--- config.mk ---
export PLATFORM = sky130hd
export DESIGN_NAME = slave_decoder
export DESIGN_NICKNAME = d
export VERILOG_FILES = /design/src/rtl/slave_decoder.sv
export SDC_FILE = /design/constraint.sdc
export NUM_CORES = 1
export LEC_CHECK = 0
export CAP_MARGIN = 20
export CELL_PAD_IN_SITES_DETAIL_PLACEMENT = 1
export CELL_PAD_IN_SITES_GLOBAL_PLACEMENT = 2
export CORE_ASPECT_RATIO = 0.6
export CORE_MARGIN = 3
export CORE_UTILIZATION = 20
export DETAILED_ROUTE_END_ITERATION = 8
export GPL_TIMING_DRIVEN = 0
export HOLD_SLACK_MARGIN = 0.02
export PLACE_DENSITY_LB_ADDON = 0.1
export SYNTH_ARGS = -nofsm -noshare
export SYNTH_HDL_FRONTEND = slang
export SYNTH_SLANG_ARGS = --single-unit
--- constraint.sdc ---
create_clock -name clk -period 2.9 [get_ports clk]
set_clock_uncertainty 0.15 [all_clocks]
set_input_delay 0.725 -clock clk [delete_from_list [all_inputs] [get_ports clk]]
set_output_delay 0.725 -clock clk [all_outputs]
set_load 0.03 [all_outputs]
--- src/rtl/slave_decoder.sv ---
// Single-master address decoder: routes one request at a time to one of four slaves chosen by m_addr[31:30].
// Optional access timeout is compiled in with `define SLV_TIMEOUT_EN.
module slave_decoder #(
    parameter int TIMEOUT_CYCLES = 16
) (
    input  logic        clk,
    input  logic        reset,
    input  logic        m_req,
    input  logic        m_we,
    input  logic [31:0] m_addr,
    input  logic [31:0] m_wdata,
    output logic        m_ack,
    output logic        m_err,
    output logic        busy,
    output logic [1:0]  s_sel,
    output logic [3:0]  s_cs,
    output logic        s_we,
    output logic [31:0] s_addr,
    output logic [31:0] s_wdata,
    input  logic [3:0]  s_ack,
    output logic [1:0]  dbg_state
);

    // Handshake: the master holds m_req until it sees the one-cycle m_ack pulse;
    // a slave ends its access by raising its own s_ack bit while its s_cs bit is high.

    typedef enum logic [1:0] {
        IDLE   = 2'd0,
        ACCESS = 2'd1,
        DONE   = 2'd2
    } state_t;

    if (TIMEOUT_CYCLES < 2 || TIMEOUT_CYCLES > 255) begin : g_bad_timeout
        $error("TIMEOUT_CYCLES must be within 2..255");
    end

    state_t state;
    state_t state_next;
    logic   load;
    logic   ack_sel;

    assign ack_sel = s_ack[s_sel];

`ifdef SLV_TIMEOUT_EN
    localparam logic [7:0] TIMEOUT_LAST = 8'(TIMEOUT_CYCLES - 1);

    logic [7:0] wait_cnt;
    logic       err_flag;
    logic       err_set;
    logic       err_clr;
    logic       cnt_inc;
`endif

    always_ff @(posedge clk) begin
        if (reset) begin
            state <= IDLE;
        end else begin
            state <= state_next;
        end
    end

    always_comb begin
        state_next = state;
        load       = 1'b0;
`ifdef SLV_TIMEOUT_EN
        err_set    = 1'b0;
        err_clr    = 1'b0;
        cnt_inc    = 1'b0;
`endif
        case (state)
            IDLE: begin
                if (m_req) begin
                    load       = 1'b1;
                    state_next = ACCESS;
                end
            end
            ACCESS: begin
                // The selected ack wins over a timeout that expires in the same cycle.
                if (ack_sel) begin
                    state_next = DONE;
`ifdef SLV_TIMEOUT_EN
                    err_clr    = 1'b1;
                end else if (wait_cnt == TIMEOUT_LAST) begin
                    err_set    = 1'b1;
                    state_next = DONE;
                end else begin
                    cnt_inc    = 1'b1;
`endif
                end
            end
            DONE: begin
                state_next = IDLE;
            end
            default: begin
                state_next = IDLE;
            end
        endcase
    end

    // Slave-side request fields are captured once and held through DONE so the
    // read-data mux stays valid while m_ack is high.
    always_ff @(posedge clk) begin
        if (reset) begin
            s_sel   <= 2'd0;
            s_we    <= 1'b0;
            s_addr  <= 32'd0;
            s_wdata <= 32'd0;
        end else if (load) begin
            s_sel   <= m_addr[31:30];
            s_we    <= m_we;
            s_addr  <= m_addr;
            s_wdata <= m_wdata;
        end
    end

`ifdef SLV_TIMEOUT_EN
    always_ff @(posedge clk) begin
        if (reset) begin
            wait_cnt <= 8'd0;
            err_flag <= 1'b0;
        end else begin
            if (load) begin
                wait_cnt <= 8'd0;
            end else if (cnt_inc) begin
                wait_cnt <= wait_cnt + 8'd1;
            end

            if (load || err_clr) begin
                err_flag <= 1'b0;
            end else if (err_set) begin
                err_flag <= 1'b1;
            end
        end
    end

    assign m_err = (state == DONE) && err_flag;
`else
    assign m_err = 1'b0;
`endif

    assign s_cs      = (state == ACCESS) ? (4'b0001 << s_sel) : 4'b0000;
    assign m_ack     = (state == DONE);
    assign busy      = (state != IDLE);
    assign dbg_state = state;

endmodule
==> summary.txt <==
Outcome
  – Status: completed

Yosys
  – Seq/Total Area, Yosys: 0.553
  – Top cells by area, synth: dfxtp_1 (55%), nand2_1 (20%), a21oi_1 (13%)
  – YS warnings: 0
  – Synthesized cell area: around 0.0024 mm²
  – Syn_area_per_cell: a little over 8 µm²
  – Synthesized Nets: 372
  – Prevailing post-synth register cell: dfxtp_1
  – Post-synth EDFFs: 0
  – Synth cell count leaders: nand2_1 (130), dfxtp_1 (67), a21oi_1 (65)
  – Most common cell in the synthesized netlist: nand2_1
  – Gate Count Post-Synth: 300
  – Post-synth ARST share: 0
  – Share of the synthesized area in the top cell type: 0.553
  – Synth Register Bits: 67
  – Count of cell types in the netlist: 18
  – Area leader, netlist: dfxtp_1

Clock network
  – CTS Root Buffer Type: clkbuf_16
  – CTS Sinks: 67
  – CTS H-tree lvls: 3
  – Worst-path clk slew: roughly 50 ps
  – CTS tree: done
  – Worst skew pair latency: 330 ps
  – # hold bufs at CTS: 0
  – Postcts setup bufs: 0
  – Max Root-Sink Buffers: 2
  – Inserted Clock Buffers: 9

Detailed routing
  – DR iter-0 viols: between 40 and 50
  – Wire per inst: 14.4 µm
  – Vias: 2510
  – Avg Vias per Cell: a little over 4
  – Residual DRC count: 0
  – Initial DRT Pass Iterations: 4
  – DRT Wirelength: around 9000 µm
  – Final ANT Viol Nets: 0

Floorplanning
  – Num rows: 30
  – DIE HEIGHT: about 91 µm
  – Die Area: between 0.01 and 0.015 mm²
  – Core box area: between 0.01 and 0.015 mm²
  – I/O pins: 148
  – Die X: between 100 and 150 µm
  – Starting Density: 0.210

Place
  – Pre-CTS setup slack: between 400 and 500 ps
  – Placed cell area: a little over 0.004 mm²
  – Number of port buffers: ~150
  – HPWL after detailed placement: ~6700 µm
  – GPL Wtd Cong: a little over 0.7

Hold path
  – Hold path startpoint: s_addr[11]
  – Min-delay worst type: flop to flop
  – Worst Hold End: s_addr[11]
  – Worst hold stages: 2

Power
  – Clock Power Share: 0.430
  – Tot Pwr: 0.00278 W
  – Seq pwr share: 0.366
  – Net Sw Frac: 0.266
  – Logic pwr share: 0.203
  – Pint: roughly 0.0020 W
  – Pwr/cell area: roughly 630 mW/mm²
  – VDD IR max: 0.297 mV
  – Psw: 0.000739 W
  – Lkg Pwr: 1.67 nW

Run
  – Max Cap Viol: 0

Timing
  – Crit path time final: approximately 2700 ps
  – Slew HR: 0.641
  – Measured slew at the worst slew-check pin: 538 ps
  – Achievable frequency: ~370 MHz
  – RSZ-0062 raised after global routing: false
  – Final setup violating endpoints: 0
  – Share of the clock period used by the worst path: 0.938
  – Fin. Hold Viols: 0
  – Worst setup margin: 179 ps
  – Worst hold slack: around 300 ps
  – Final Slew Violations: 0
  – Setup TNS after final layout: 0 ps

Critical path
  – Reg2Reg Depth: 5
  – CP Cell Sequence: nand2b_1, nor3_1, clkdlybuf4s50_1
  – Max incr delay on CP: 700 ps
  – Critical path peak fanout: 7
  – Max stage delay cell, worst path: clkdlybuf4s50_1
  – Critical path data arrival time: between 1500 and 2000 ps
  – R2R Path End: s_wdata[24]
  – Critical path class: flop to output port
  – R2R setup slack: 1280 ps
  – Crit end category: output port
  – Setup crit start kind: flop
  – RR Startpoint: dbg_state[1]
  – Worst Path Required: roughly 2000 ps

Layout
  – Area Overhead vs Synth: 81.9%
  – Ant diodes: 0
  – Final Cell Area: 0.00441 mm²
  – Final nets: 528
  – Share of cells above drive strength 1: 0.0651

Global route
  – Largest net degree at the start of global routing: 12
  – Remaining Overflow, GRT: 0
  – Vias in the first global route: around 2.7k
  – GRT Total Usage: 0.135
  – Global-route wire length before repair: about 14000 µm
  – Initial antenna violation count: 0
[final cells by class]
type	instances	area (µm²)
Timing Repair Buffer	145	1460
Fill cell	1376	7150
Multi-Input combinational cell	209	927
Clock buffer	12	256
Sequential cell	67	1340
Clock inverter	4	72.6
Buffer	24	155
Tap cell	160	200
[placed cells by master (no fill, tap or decap)]
cell type,n
conb_1,1
nor3_1,1
mux4_1,1
or3b_1,1
clkinv_2,1
buf_6,4
buf_2,1
clkinvlp_4,1
and4b_1,1
nand2_1,130
or2_2,1
clkbuf_16,9
buf_4,9
nand2b_1,1
dlymetal6s2s_1,2
dfxtp_1,67
clkbuf_8,2
nor2b_1,1
clkbuf_1,11
a21oi_1,65
nor2_1,1
clkdlybuf4s50_1,143
bufinv_16,2
o21a_1,1
nor3b_1,4
[power by group through the flow]
stage / sequential (W) / clock (W) / combinational (W)
after floorplan: 0.00116 / 0 / 0.000166
after global placement: 0.00104 / 0 / 0.000570
after detailed placement: 0.00104 / 0 / 0.000574
after CTS: 0.00102 / 0.00124 / 0.000576
after global routing: 0.00103 / 0.00128 / 0.000610
final: 0.00102 / 0.00120 / 0.000566
[cell families (layout without fill, tap and decap cells)]
family,Yosys count,in the layout,synth area share
flops,67,67,0.553
mux,1,1,0.0108
compound gates,66,66,0.137
simple gates,141,141,0.233
other cells,1,1,0.00155
buf+inv,24,185,0.0640
[flip-flops by register name, summed over array words and instances, names as in the netlist]
signal     flops
dbg_state      2
s_addr        30
s_sel          2
s_wdata       32
s_we           1
[how the worst max path moves through the flow]
stage,endpoint,slack (ps),cells after the start,start
floorplan,s_cs[1],520,2,dbg_state[0]
global placement,s_cs[1],510,3,dbg_state[0]
detailed placement,s_cs[1],440,3,dbg_state[0]
CTS,s_cs[1],80,3,dbg_state[0]
global route,s_cs[0],70,3,dbg_state[0]
finish,s_cs[0],180,3,dbg_state[0]
[routing by layer]
| layer | wire length (µm) | global-route usage | share of wire |
|---|---|---|---|
| met5 | 0 | 0 | 0 |
| met4 | 113 | 0.0415 | 0.013 |
| met2 | 3560 | 0.190 | 0.40 |
| met3 | 926 | 0.0708 | 0.10 |
| met1 | 4370 | 0.179 | 0.49 |
[worst max-delay path: cells and delay by family, from the launching register on]
| family | cells | cell delay [ps] |
|---|---|---|
| and+or+nand+nor | 2 | 370 |
| DFF | 1 | 460 |
| buffers and inverters | 1 | 700 |
[repair_timing]
item / 4_1_cts / 5_1_grt
endpoints found under the setup margin: 0 / 2
resized for setup: 0 / 2
endpoints found under the hold margin: 0 / 0
[per-stage QoR]
stage | util | instances
3_3_place_gp | 0.352 | 605
6_report | 0.381 | 621
3_5_place_dp | 0.352 | 605
4_1_cts | 0.381 | 621
5_1_grt | 0.381 | 621
2_1_floorplan | - | 300
No activity file was read; power rests on OpenSTA's default activity.
